[config.mk]
export PLATFORM = sky130hd
export DESIGN_NAME = pwm_ramp_ctrl_flat
export DESIGN_NICKNAME = d
export VERILOG_FILES = /design/src/rtl/pwm_ramp_pkg.sv /design/src/rtl/pwm_ramp_if.sv /design/src/rtl/pwm_ramp_ctrl_frame_timer.sv /design/src/rtl/pwm_ramp_ctrl.sv /design/src/flat_wrapper.sv
export SDC_FILE = /design/constraint.sdc
export NUM_CORES = 1
export LEC_CHECK = 0
export ABC_AREA = 1
export CAP_MARGIN = 20
export CORE_UTILIZATION = 52
export CTS_CLUSTER_SIZE = 40
export DETAILED_ROUTE_END_ITERATION = 6
export PLACE_DENSITY = 0.74
export SLEW_MARGIN = 30
export SYNTH_ARGS = -nofsm -noshare
export SYNTH_HDL_FRONTEND = slang
export SYNTH_HIERARCHICAL = 1
export SYNTH_SLANG_ARGS = --single-unit
export TNS_END_PERCENT = 30
[constraint.sdc]
create_clock -name clk -period 4.5 [get_ports clk]
set_input_delay 0.45 -clock clk [delete_from_list [all_inputs] [get_ports clk]]
set_output_delay 0.45 -clock clk [all_outputs]
set_load 0.02 [all_outputs]
[src/rtl/pwm_ramp_pkg.sv]
// rtl/pwm_ramp_pkg.sv - shared types, constants and step arithmetic for the PWM ramp sequencer
package pwm_ramp_pkg;

    localparam int PWM_N  = 8;
    localparam int PWM_DW = 8;

    localparam logic [PWM_N-1:0] PWM_RESET_PERIOD = '1;

    typedef enum logic [1:0] {
        IDLE  = 2'd0,
        APPLY = 2'd1,
        RAMP  = 2'd2
    } ramp_state_t;

    // One step from cur toward tgt; the N+1-bit difference clamps the result at tgt instead of wrapping.
    function automatic logic [PWM_N-1:0] step_toward(input logic [PWM_N-1:0] cur,
                                                     input logic [PWM_N-1:0] tgt,
                                                     input logic [PWM_N-1:0] stp);
        logic [PWM_N:0] w_diff;
        if (tgt >= cur) begin
            w_diff = {1'b0, tgt} - {1'b0, cur};
            return (w_diff <= {1'b0, stp}) ? tgt : cur + stp;
        end else begin
            w_diff = {1'b0, cur} - {1'b0, tgt};
            return (w_diff <= {1'b0, stp}) ? tgt : cur - stp;
        end
    endfunction

endpackage

[src/rtl/pwm_ramp_if.sv]
// rtl/pwm_ramp_if.sv - ramp command handshake bundle
interface pwm_ramp_if #(
    parameter int N  = 8,
    parameter int DW = 8
);
    logic          cmd_valid;
    logic          cmd_ready;
    logic [N-1:0]  cmd_target;
    logic [N-1:0]  cmd_step;
    logic [DW-1:0] cmd_frames;
    logic [N-1:0]  cmd_period;

    modport master (
        output cmd_valid, cmd_target, cmd_step, cmd_frames, cmd_period,
        input  cmd_ready
    );

    modport slave (
        input  cmd_valid, cmd_target, cmd_step, cmd_frames, cmd_period,
        output cmd_ready
    );
endinterface

[src/rtl/pwm_ramp_ctrl_frame_timer.sv]
// rtl/pwm_ramp_ctrl_frame_timer.sv - PWM frame counter producing the end-of-frame tick
module pwm_frame_timer #(
    parameter int N = 8
) (
    input  logic         clk,
    input  logic         clr_n,
    input  logic [N-1:0] period,
    output logic         frame_tick
);
    logic [N-1:0] r_fcnt;
    logic         w_wrap;

    assign w_wrap     = (r_fcnt == period);
    assign frame_tick = w_wrap & clr_n;

    // Count 0..period and wrap; a period change lands on the wrap so the next frame uses it.
    always_ff @(posedge clk) begin
        if (!clr_n) begin
            r_fcnt <= '0;
        end else if (w_wrap) begin
            r_fcnt <= '0;
        end else begin
            r_fcnt <= r_fcnt + N'(1);
        end
    end
endmodule

[src/rtl/pwm_ramp_ctrl.sv]
// rtl/pwm_ramp_ctrl.sv - frame-aligned duty ramp sequencer for pwmN; optional PWM_RAMP_IRQ_EN adds irq/irq_clr
module pwm_ramp_ctrl
    import pwm_ramp_pkg::*;
#(
    parameter int N  = PWM_N,
    parameter int DW = PWM_DW
) (
    input  logic         clk,
    input  logic         clr_n,
    pwm_ramp_if.slave    cmd,
    input  logic         abort,
    output logic [N-1:0] duty,
    output logic [N-1:0] period,
    output logic         frame_tick,
    output logic         busy,
    output logic         done
`ifdef PWM_RAMP_IRQ_EN
    ,
    output logic         irq,
    input  logic         irq_clr
`endif
);
    ramp_state_t   r_state;
    logic [N-1:0]  r_target;
    logic [N-1:0]  r_step;
    logic [DW-1:0] r_frames;
    logic [N-1:0]  r_new_period;
    logic [DW-1:0] r_dwell;
    logic [N-1:0]  r_duty;
    logic [N-1:0]  r_period;
    logic          r_done;
    logic          w_tick;
    logic [N-1:0]  w_next;
    logic          w_abort;

    pwm_frame_timer #(.N(N)) u_timer (
        .clk        (clk),
        .clr_n      (clr_n),
        .period     (r_period),
        .frame_tick (w_tick)
    );

    assign w_next        = step_toward(r_duty, r_target, r_step);
    assign w_abort       = abort && (r_state != IDLE);
    assign cmd.cmd_ready = (r_state == IDLE);
    assign duty          = r_duty;
    assign period        = r_period;
    assign frame_tick    = w_tick;
    assign busy          = (r_state != IDLE) & clr_n;
    assign done          = r_done & clr_n;

    // Command latch, frame-aligned period/duty updates and dwell counting; abort wins over a same-cycle step.
    always_ff @(posedge clk) begin
        if (!clr_n) begin
            r_state      <= IDLE;
            r_target     <= '0;
            r_step       <= '0;
            r_frames     <= '0;
            r_new_period <= '0;
            r_dwell      <= '0;
            r_duty       <= '0;
            r_period     <= PWM_RESET_PERIOD;
            r_done       <= 1'b0;
        end else begin
            r_done <= 1'b0;
            case (r_state)
                IDLE: begin
                    if (cmd.cmd_valid) begin
                        r_target     <= cmd.cmd_target;
                        r_step       <= (cmd.cmd_step == '0) ? N'(1) : cmd.cmd_step;
                        r_frames     <= (cmd.cmd_frames == '0) ? DW'(1) : cmd.cmd_frames;
                        r_new_period <= cmd.cmd_period;
                        r_state      <= APPLY;
                    end
                end
                APPLY: begin
                    if (abort) begin
                        r_state <= IDLE;
                    end else if (w_tick) begin
                        r_period <= r_new_period;
                        r_dwell  <= r_frames - DW'(1);
                        if (r_duty == r_target) begin
                            r_done  <= 1'b1;
                            r_state <= IDLE;
                        end else begin
                            r_state <= RAMP;
                        end
                    end
                end
                RAMP: begin
                    if (abort) begin
                        r_state <= IDLE;
                    end else if (w_tick) begin
                        if (r_dwell != '0) begin
                            r_dwell <= r_dwell - DW'(1);
                        end else begin
                            r_duty  <= w_next;
                            r_dwell <= r_frames - DW'(1);
                            if (w_next == r_target) begin
                                r_done  <= 1'b1;
                                r_state <= IDLE;
                            end
                        end
                    end
                end
                default: r_state <= IDLE;
            endcase
        end
    end

`ifdef PWM_RAMP_IRQ_EN
    logic r_irq;
    assign irq = r_irq;

    // Sticky completion/abort flag; a set in the same cycle as a clear wins.
    always_ff @(posedge clk) begin
        if (!clr_n) begin
            r_irq <= 1'b0;
        end else if (r_done || w_abort) begin
            r_irq <= 1'b1;
        end else if (irq_clr) begin
            r_irq <= 1'b0;
        end
    end
`endif
endmodule

[src/flat_wrapper.sv]
// flat-port wrapper written by rule: the top's interface ports become plain ports
module pwm_ramp_ctrl_flat import pwm_ramp_pkg::*;
#(
    parameter int N  = PWM_N,
    parameter int DW = PWM_DW
)
  (clk, clr_n, abort, duty, period, frame_tick, busy, done, cmd_cmd_valid, cmd_cmd_target, cmd_cmd_step, cmd_cmd_frames, cmd_cmd_period, cmd_cmd_ready);
  pwm_ramp_if #(.N(N), .DW(DW)) cmd_i ();
  input  logic clk;
  input  logic clr_n;
  input  logic abort;
  output logic [N-1:0] duty;
  output logic [N-1:0] period;
  output logic frame_tick;
  output logic busy;
  output logic done;
  input wire logic [$bits(cmd_i.cmd_valid)-1:0] cmd_cmd_valid;
  input wire logic [$bits(cmd_i.cmd_target)-1:0] cmd_cmd_target;
  input wire logic [$bits(cmd_i.cmd_step)-1:0] cmd_cmd_step;
  input wire logic [$bits(cmd_i.cmd_frames)-1:0] cmd_cmd_frames;
  input wire logic [$bits(cmd_i.cmd_period)-1:0] cmd_cmd_period;
  output wire logic [$bits(cmd_i.cmd_ready)-1:0] cmd_cmd_ready;
  assign cmd_i.cmd_valid = cmd_cmd_valid;
  assign cmd_i.cmd_target = cmd_cmd_target;
  assign cmd_i.cmd_step = cmd_cmd_step;
  assign cmd_i.cmd_frames = cmd_cmd_frames;
  assign cmd_i.cmd_period = cmd_cmd_period;
  assign cmd_cmd_ready = cmd_i.cmd_ready;
  pwm_ramp_ctrl #(.N(N), .DW(DW)) u_core (.clk(clk), .clr_n(clr_n), .cmd(cmd_i), .abort(abort), .duty(duty), .period(period), .frame_tick(frame_tick), .busy(busy), .done(done));
endmodule
Word-level counts from Yosys, hierarchy flattened
Cells that the tools add are included.
{"block": "op_classes", "n_addsub": 7, "n_lt_le_gt_ge": 3, "n_eq_ne": 14, "n_mux": 28, "n_bitwise": 6, "n_reduce_logical": 12}
{"operator": "two-way mux 8 bit", "count": 10}
{"operator": "== test 8 bit", "count": 3}
{"operator": "less-or-equal comparator 9 x 8 -> 1 bit", "count": 2}
{"operator": "subtractor 8 x 8 -> 9 bit", "count": 2}
{"operator": "logical NOT 8 bit", "count": 2}
{"operator": "two-way mux 2 bit", "count": 8}
{"operator": "one-hot mux 8 bit (2 select lines)", "count": 1}
{"operator": "subtractor 8 x 1 -> 8 bit, second input constant", "count": 2}
{"operator": "!= test 2 bit, second input constant", "count": 5}
{"operator": "AND reduction 5 bit", "count": 2}
{"operator": "!= test 3 bit, second input constant", "count": 3}
{"operator": "adder 8 x 1 -> 8 bit, second input constant", "count": 1}
{"operator": "adder 8 bit", "count": 1}
{"operator": "greater-or-equal comparator 8 bit", "count": 1}
{"operator": "nonzero test 8 bit", "count": 1}
{"operator": "subtractor 8 bit", "count": 1}
{"operator": "two-way mux 1 bit", "count": 7}
{"operator": "one-hot mux 2 bit (3 select lines)", "count": 1}
{"operator": "AND reduction 4 bit", "count": 1}
{"operator": "nonzero test 2 bit", "count": 2}
{"operator": "AND 1 bit", "count": 3}
{"operator": "!= test 3 x 2 -> 1 bit, second input constant", "count": 1}
{"operator": "NOT 1 bit", "count": 3}
{"operator": "AND reduction 3 bit", "count": 1}
{"operator": "6 further kinds", "count": 6}
{"block": "word_totals", "reg_bits": 67, "inputBits": 36, "wordCells": 80}

Logic depth before layout (Yosys ltp)
Gate-level depths: netlist (run 1).
{"block": "depth", "ltp_word": 10, "ltp_mapped": 30}

Modules after synthesis
The synthesis (run 1) kept the hierarchy.
{"mod": "pwm_ramp_ctrl", "n_inst": 1, "cells_per_inst": 701, "area_each_um2": 4743.3}
{"mod": "pwm_frame_timer", "n_inst": 1, "cells_per_inst": 72, "area_each_um2": 501.7}

Worst setup path after synthesis (run 1)
OpenSTA, ideal clock, no wires.
{"block": "synth_timing", "kind": "flip-flop to flip-flop", "from": "register u_core.r_duty[1] (netlist: u_core/duty[1])", "to": "register u_core.r_state[1]", "arrival_ps": 3374, "setup_slack_ps": 1012, "path_stages_with_launch": 30, "path_buffers": 1, "path_cell_list": "dfxtp_1 > inv_1 > ha_1 > nand2_1 > o21ai_0 > nand3_1 > nand2_1 > xor2_1 > ha_1 > nand2_1 > nor2_1 > nand3_1 > nand3_1 > nand2_1 > nand2_1 > nand2_1 > nand2_1 > buf_4 > nand2_1 > nand3_1 > nand2_1 > nand2_1 > nand2_1 > nand2_1 > nor2_2 > nand2_2 > nand2_2 > nand3_1 > nand2_1 > nor2_1"}
{"block": "synth_via", "elab_chain_cells": 7}
{"item": "start: declaration", "line_no": "pwm_ramp_ctrl.sv:29", "rtl": "logic [N-1:0] r_duty;"}
{"item": "start signal: assignment", "line_no": "pwm_ramp_ctrl.sv:97", "rtl": "r_duty <= w_next;"}
{"item": "subtractor 8 x 8 -> 9 bit (on tied branches)", "line_no": "pwm_ramp_pkg.sv:24, pwm_ramp_pkg.sv:21"}
{"item": "less-or-equal comparator 9 x 8 -> 1 bit (on tied branches)", "line_no": "pwm_ramp_pkg.sv:25, pwm_ramp_pkg.sv:22"}
{"item": "two-way mux 8 bit (on tied branches)", "line_no": "pwm_ramp_pkg.sv:25, pwm_ramp_pkg.sv:22"}
{"item": "two-way mux 8 bit", "line_no": "pwm_ramp_pkg.sv:20", "rtl": "if (tgt >= cur) begin"}
{"item": "== test 8 bit", "line_no": "pwm_ramp_ctrl.sv:99", "rtl": "if (w_next == r_target) begin"}
{"item": "!= test 3 x 2 -> 1 bit (no source line)"}
{"item": "AND reduction 5 bit (no source line)"}
{"item": "end signal: assignment", "line_no": "pwm_ramp_ctrl.sv:92", "rtl": "r_state <= IDLE;"}
{"item": "end signal: assignment", "line_no": "pwm_ramp_ctrl.sv:101", "rtl": "r_state <= IDLE;"}
{"item": "end signal: assignment", "line_no": "pwm_ramp_ctrl.sv:106", "rtl": "default: r_state <= IDLE;"}
{"item": "end: declaration", "line_no": "pwm_ramp_ctrl.sv:23", "rtl": "ramp_state_t r_state;"}
Several ways; a longest one is shown, not always the timed one. The select of a mux whose other input is x is not followed.
A chain may end at the register's enable or synchronous reset.

Worst setup path in the final report (run 1)
Same ends and word-level chain as after synthesis.

==> results of run 1 <==
-- state kept, by name (all words and copies together) (netlist names), 8 cells and up --
name	cells
u_core/r_new_period	8
u_core/duty	8
u_core/u_timer/r_fcnt	8
u_core/r_step	8
u_core/period	8
u_core/r_target	8
u_core/r_dwell	8
u_core/r_frames	8
-- metrics by stage --
| step | setup WS (ns) | power, W |
|---|---|---|
| after global routing | 0.0894 | 0.00393 |
| after CTS | 0.480 | 0.00355 |
| after floorplan | 1.01 | 0.00258 |
| after detailed placement | 0.523 | 0.00307 |
| after global placement | 0.768 | 0.00303 |
| final | 0.397 | 0.00359 |
-- kinds of logic after synthesis --
logic type	Yosys count	share of synthesized area
fa+ha+maj	56	0.139
buf+inv	135	0.110
flops	67	0.256
simple gates	338	0.288
compound gates	143	0.150
xor+xnor	34	0.0568
-- power by group through the flow --
stage | Combinational (W) | Clock (W) | Sequential [W]
detailed placement | 0.00229 | 0 | 0.000779
global route | 0.00265 | 0.000504 | 0.000779
floorplan | 0.00183 | 0 | 0.000755
CTS | 0.00231 | 0.000480 | 0.000766
finish | 0.00236 | 0.000468 | 0.000767
global placement | 0.00225 | 0 | 0.000776
-- metal layers --
| layer | wire length [microns] | up-vias |
|---|---|---|
| met5 | 0 | - |
| met4 | 249 | 0 |
| met3 | 977 | 22 |
| met2 | 6480 | 191 |
| met1 | 6450 | 2334 |
| li1 | - | 2604 |
-- worst max-delay path, delay by kind of cell, from the launching register on --
kind / cells / cell delay, ns
simple gates: 23 / 2.17
flops: 1 / 0.52
fa+ha+maj: 2 / 0.58
buf+inv: 1 / 0.19
compound gates: 1 / 0.42
xor+xnor: 1 / 0.15
-- cell usage after synthesis --
cell type	count	area share
nor4_1	5	0.0060
nand2_2	7	0.0083
inv_1	105	0.075
dfxtp_1	67	0.26
buf_4	5	0.0072
o21ba_2	1	0.0019
a21oi_2	1	0.0017
a211oi_1	4	0.0057
xor2_1	26	0.043
o2111ai_1	1	0.0017
fa_1	4	0.015
o21ai_2	2	0.0033
a21o_1	1	0.0014
inv_2	2	0.0014
nand3_2	7	0.013
o211ai_1	1	0.0014
o21bai_1	4	0.0057
buf_2	3	0.0029
nand2_1	168	0.12
a31oi_1	4	0.0048
o21ai_1	1	0.00095
a221oi_1	1	0.0017
and2_1	1	0.0012
nand2_4	2	0.0043
nor2_1	52	0.037
o21ai_0	55	0.052
a21boi_1	1	0.0014
ha_1	52	0.12
buf_6	6	0.013
o41ai_1	1	0.0017
nor2_2	11	0.013
xnor2_1	8	0.013
nand4_1	8	0.0095
o211ai_2	1	0.0024
nor3_1	4	0.0038
o221ai_1	1	0.0017
nor2_4	1	0.0021
inv_4	1	0.0012
clkbuf_1	13	0.0093
nand3_1	71	0.068
a21oi_1	63	0.060
or3_1	1	0.0012
-- layout make-up --
cell class                 count  area (sq um)
tap                          133           166
clock buffer                  11           141
clock inverter                 5          38.8
inverter                     108           408
sequential                    67          1340
timing repair buffer          58           573
fill                         960          3780
multi-input combinational    571          3330
-- worst max path at each step --
stage,start,end,slack [ns],cells after the start
final,u_core/duty[1],u_core/r_state[1],0.40,28
after global routing,u_core/duty[1],u_core/r_state[1],0.09,28
after CTS,u_core/duty[1],u_core/r_state[0],0.48,28
after detailed placement,u_core/duty[1],u_core/r_state[1],0.52,28
after global placement,u_core/duty[1],u_core/r_state[1],0.77,28
after floorplan,u_core/duty[1],u_core/r_state[1],1.01,29
==> metrics.txt, run 1 <==
dpl cells 937; fin nets 907; cts bufs inserted 9; routability cong. 0.926; Post-Syn Nets 865; Syn. warnings 6; worst min path class reg -> reg; data arrival time of the worst path about 4.4 ns; Final Setup Violations 0; crit path kind reg -> reg; post-synthesis cell count 773; remaining global-route overflow 0; Worst setup EP type register; Ant. Diodes 0; logic gate share of total power 0.656; fin. max-slew vios 0; Resized Gates After CTS 0; Total GRT Usage 0.286; worst skew pair latency about 0.36 ns; Row Count 36; Setup Fix Bufs, Post-CTS 0; relative slew slack 0.404; Ports 56; initial DRC count 293; Setup TNS Final 0 ns; starting density of the core 0.537; Die Ht 102 microns; Worst Hold End u_core/r_frames[7]; worst reg2reg path depth 28; post-layout utilization of the core 0.613; post-cts hold buffer count 0; Switching Power 0.00187 W; pwr dens 599 nW/um^2; Worst-path clk slew 0.08 ns; Final Hold Vio Count 0; CTS max path bufs 2; Avg Synthesized Cell Area 6.79 sq um; commonest non-fill, non-tap cell in the layout nand2_1; startpoint types register; sequential power share 0.214; most frequent cells in the layout 168 x nand2_1, 105 x inv_1, 71 x nand3_1, 67 x dfxtp_1, 63 x a21oi_1; Yosys cell types 42; worst clock skew 0.00916 ns; Port-buffer cells 55; gr busiest metal met2; RSZ-0062 raised after global routing no; Seq/Total Area, Yosys 0.256; Final Cycle Share 0.912; cell-internal power 0.00173 W; Routed WL per cell between 10 and 15 microns; maximum VDD drop 0.255 mV; P&R area growth vs syn 14.3%; Clk pwr share 0.130; met1 usage 0.390; Critical Path Most Common Cell nand2_1; reg2reg end u_core/r_state[1]; CTS tree done; ANT nets after route 0; FF+latch count, synth 67; core box area 9770 sq um; Die X 102 microns; R2R Path Start u_core/duty[1]; vias in the first global route between 4000 and 5000; max_cap viols 0; drt pass-1 iters 7; met3 usage 0.0561; hold path cells 2; Post-DP Area 5820 sq um; Switching Share 0.520; fin area 6000 sq um; vias per std cell approximately 5.4; CP Data Required Time about 4.8 ns; r2r setup slk 0.40 ns; Vias 5151; routed wire length 14200 microns; Critical-path top delay cell dfxtp_1; crit path time final 4.10 ns; maximum number of pins on one net before global-route repair 49; Max H-tree Level 3; initial antenna violation count 0; DRC 0; Leak 2.92 nW; layout cells sized above 1 0.0659; first-pass GRT wire length 22800 microns; CP max stage delay around 0.52 ns; post-synthesis instance area 5250 sq um; Max Clock Freq 244 MHz; Final Hold Slack 0.463 ns; Worst Hold Launch u_core/r_frames[7]; dpl hpwl 11000 microns; total clock sinks 67; critical path peak fanout 11; status completed; Root Driver clkbuf_8; Die Area 10500 sq um; final std cells w/o fill 953; Worst-Margin Slew 0.892 ns; met2 usage in global routing 0.451
No activity file was read; power rests on OpenSTA's default activity.
==> inputs of run 2 (changes only) <==
--- a/config.mk
+++ b/config.mk
@@ -7,11 +7,11 @@
 export LEC_CHECK = 0
 export ABC_AREA = 1
 export CAP_MARGIN = 20
-export CORE_UTILIZATION = 52
+export CORE_UTILIZATION = 58
 export CTS_CLUSTER_SIZE = 40
 export DETAILED_ROUTE_END_ITERATION = 6
-export PLACE_DENSITY = 0.74
-export SLEW_MARGIN = 30
+export PLACE_DENSITY = 0.82
+export SLEW_MARGIN = 20
 export SYNTH_ARGS = -nofsm -noshare
 export SYNTH_HDL_FRONTEND = slang
 export SYNTH_HIERARCHICAL = 1
==> run 2 against run 1 <==
- cell area up 0.40%
- non-clock buffer count unchanged
- sequential power up 1%
- cell count down 2.6%
- sequential share of layout area down 0.088 points
- combinational power up 2%
- fmax up 1.0%
- clock power up 28%
- clock skew up 0.0071 ns
- sequential cell count unchanged
- critical path depth unchanged
- via count up 2.4%
- highest routed layer unchanged
==> metrics.txt, run 2 (synthesis results as in run 1) <==
status completed; most frequent cells in the layout 168 x nand2_1, 105 x inv_1, 71 x nand3_1, 67 x dfxtp_1, 63 x a21oi_1; total clock sinks 67 (unchanged); Place WS 0.550 ns (+0.0268 ns); crit path kind reg -> reg; Setup Fix Bufs, Post-CTS 0 (unchanged); worst clock skew 0.0163 ns (+0.00712 ns); Root Driver clkbuf_8; fin. max-slew vios 0 (unchanged); routability cong. 0.998 (+7.7%); Vias 5273 (+2.4%); final worst setup slack 0.437 ns (+0.0407 ns); crit path time final 4.06 ns (-0.0407 ns); Die X 97.1 microns (-5.2%); cts bufs inserted 9 (unchanged); worst skew pair latency 0.35 ns (about the same); maximum VDD drop 0.459 mV (+80%); Final Hold Vio Count 0 (unchanged); critical path peak fanout 11 (unchanged); Routed WL per cell 15.5 microns (+4.2%); max_cap viols 0 (unchanged); drt pass-1 iters 5 (-2); routed wire length 14400 microns (+1.5%); dpl hpwl 11100 microns (+1.7%); first-pass GRT wire length 23800 microns (+4.4%); Worst-path clk slew 0.08 ns (about the same); Worst setup EP type register; commonest non-fill, non-tap cell in the layout nand2_1; Critical-path top delay cell dfxtp_1; initial antenna violation count 0 (unchanged); Resized Gates After CTS 0 (unchanged); layout cells sized above 1 0.0671 (+0.00122); data arrival time of the worst path 4.30 ns (-0.06 ns); maximum number of pins on one net before global-route repair 49 (unchanged); final std cells w/o fill 928 (-2.6%); Die Area 9430 sq um (-10%); post-cts hold buffer count 0 (unchanged); dpl cells 912 (-2.7%); Ant. Diodes 0 (unchanged); DRC 0 (unchanged); Worst-Margin Slew 0.951 ns (+0.0588 ns); core box area 8720 sq um (-11%); fin nets 907 (unchanged); startpoint types register; relative slew slack 0.365 (-0.0393); P&R area growth vs syn 14.8%; Leak 2.94 nW (+0.78%); Port-buffer cells 55 (unchanged); Ports 56 (unchanged); Max H-tree Level 3 (unchanged); pwr dens 627 nW/um^2 (+4.6%); ANT nets after route 0 (unchanged); RSZ-0062 raised after global routing no; remaining global-route overflow 0 (unchanged); CP max stage delay 0.51 ns (about the same); Max Clock Freq 246 MHz (+1.0%); vias per std cell 5.68 (+5.1%); initial DRC count 397 (+35%); Total GRT Usage 0.314 (+0.0274); CTS tree done; worst min path class reg -> reg; post-route total power 0.00377 W (+5.0%); starting density of the core 0.601 (+0.0648); Critical Path Most Common Cell nand2_1; CTS max path bufs 2 (unchanged); Setup TNS Final 0 ns (unchanged); CP Data Required Time 4.74 ns (-0.02 ns); r2r setup slk 0.44 ns (+0.04 ns); vias in the first global route 4921 (+3.7%); Die Ht 97.1 microns (-5.2%); Final Setup Violations 0 (unchanged); Final Cycle Share 0.903 (-0.00903); Row Count 34 (-5.6%)
-- run 2: cell count changes in the layout (fill, tap and decap cells not counted), sizes merged --
cell      delta
clkinvlp     +1
inv          +1
clkinv       -4
bufinv       +2
-- run 2: layout make-up --
cell class / count / area, sq um
clock inverters: 5 / 83.8
multi-input cells: 571 / 3330
repair buffers: 58 / 573
well taps: 108 / 135
inverters: 108 / 408
fillers: 764 / 2700
flip-flops and latches: 67 / 1340
clock buffers: 11 / 151
-- run 2: path summary, 6_finish.rpt --
check,from,to,cells after the start
worst max-delay path,u_core/duty[1],u_core/r_state[1],28
worst min-delay path,u_core/r_frames[7],u_core/r_frames[7],2
worst max register to register,u_core/duty[1],u_core/r_state[1],28
worst min register to register,u_core/r_frames[7],u_core/r_frames[7],2
-- run 2: where the power goes --
group          switching, W  internal (W)
sequential        0.0000883      0.000688
clock              0.000253      0.000344
combinational       0.00157      0.000826
total               0.00192       0.00186
-- run 2: metrics by stage --
step | hold slack (ns) | utilization | cell area [sq um]
after floorplan | 0.430 | - | 5250
after global placement | 0.444 | 0.663 | 5780
after detailed placement | 0.449 | 0.663 | 5780
after CTS | 0.467 | 0.690 | 6020
after global routing | 0.497 | 0.690 | 6020
final | 0.468 | 0.690 | 6020
-- run 2: critical path, delay by kind of cell (launching register included) --
kind	cells	cell delay (ns)
flip-flops	1	0.51
buffers and inverters	1	0.20
AO/OA/AOI/OAI	1	0.43
adder cells (fa/ha/maj)	2	0.59
AND/OR/NAND/NOR	23	2.09
XOR/XNOR	1	0.15
-- run 2: per-layer routing --
metal / vias up / wire length [microns] / track usage
li1: 2591 / - / -
met1: 2421 / 6340 / 0.428
met2: 239 / 6700 / 0.516
met3: 22 / 1120 / 0.0525
met4: 0 / 208 / 0.0758
met5: - / 0 / 0
==> inputs of run 3 (changes only) <==
--- a/config.mk
+++ b/config.mk
@@ -11,7 +11,6 @@
 export CTS_CLUSTER_SIZE = 40
 export DETAILED_ROUTE_END_ITERATION = 6
 export PLACE_DENSITY = 0.82
-export SLEW_MARGIN = 20
 export SYNTH_ARGS = -nofsm -noshare
 export SYNTH_HDL_FRONTEND = slang
 export SYNTH_HIERARCHICAL = 1
==> results of run 3 <==
Final layout, timing and power as in run 2 (identical DEF).
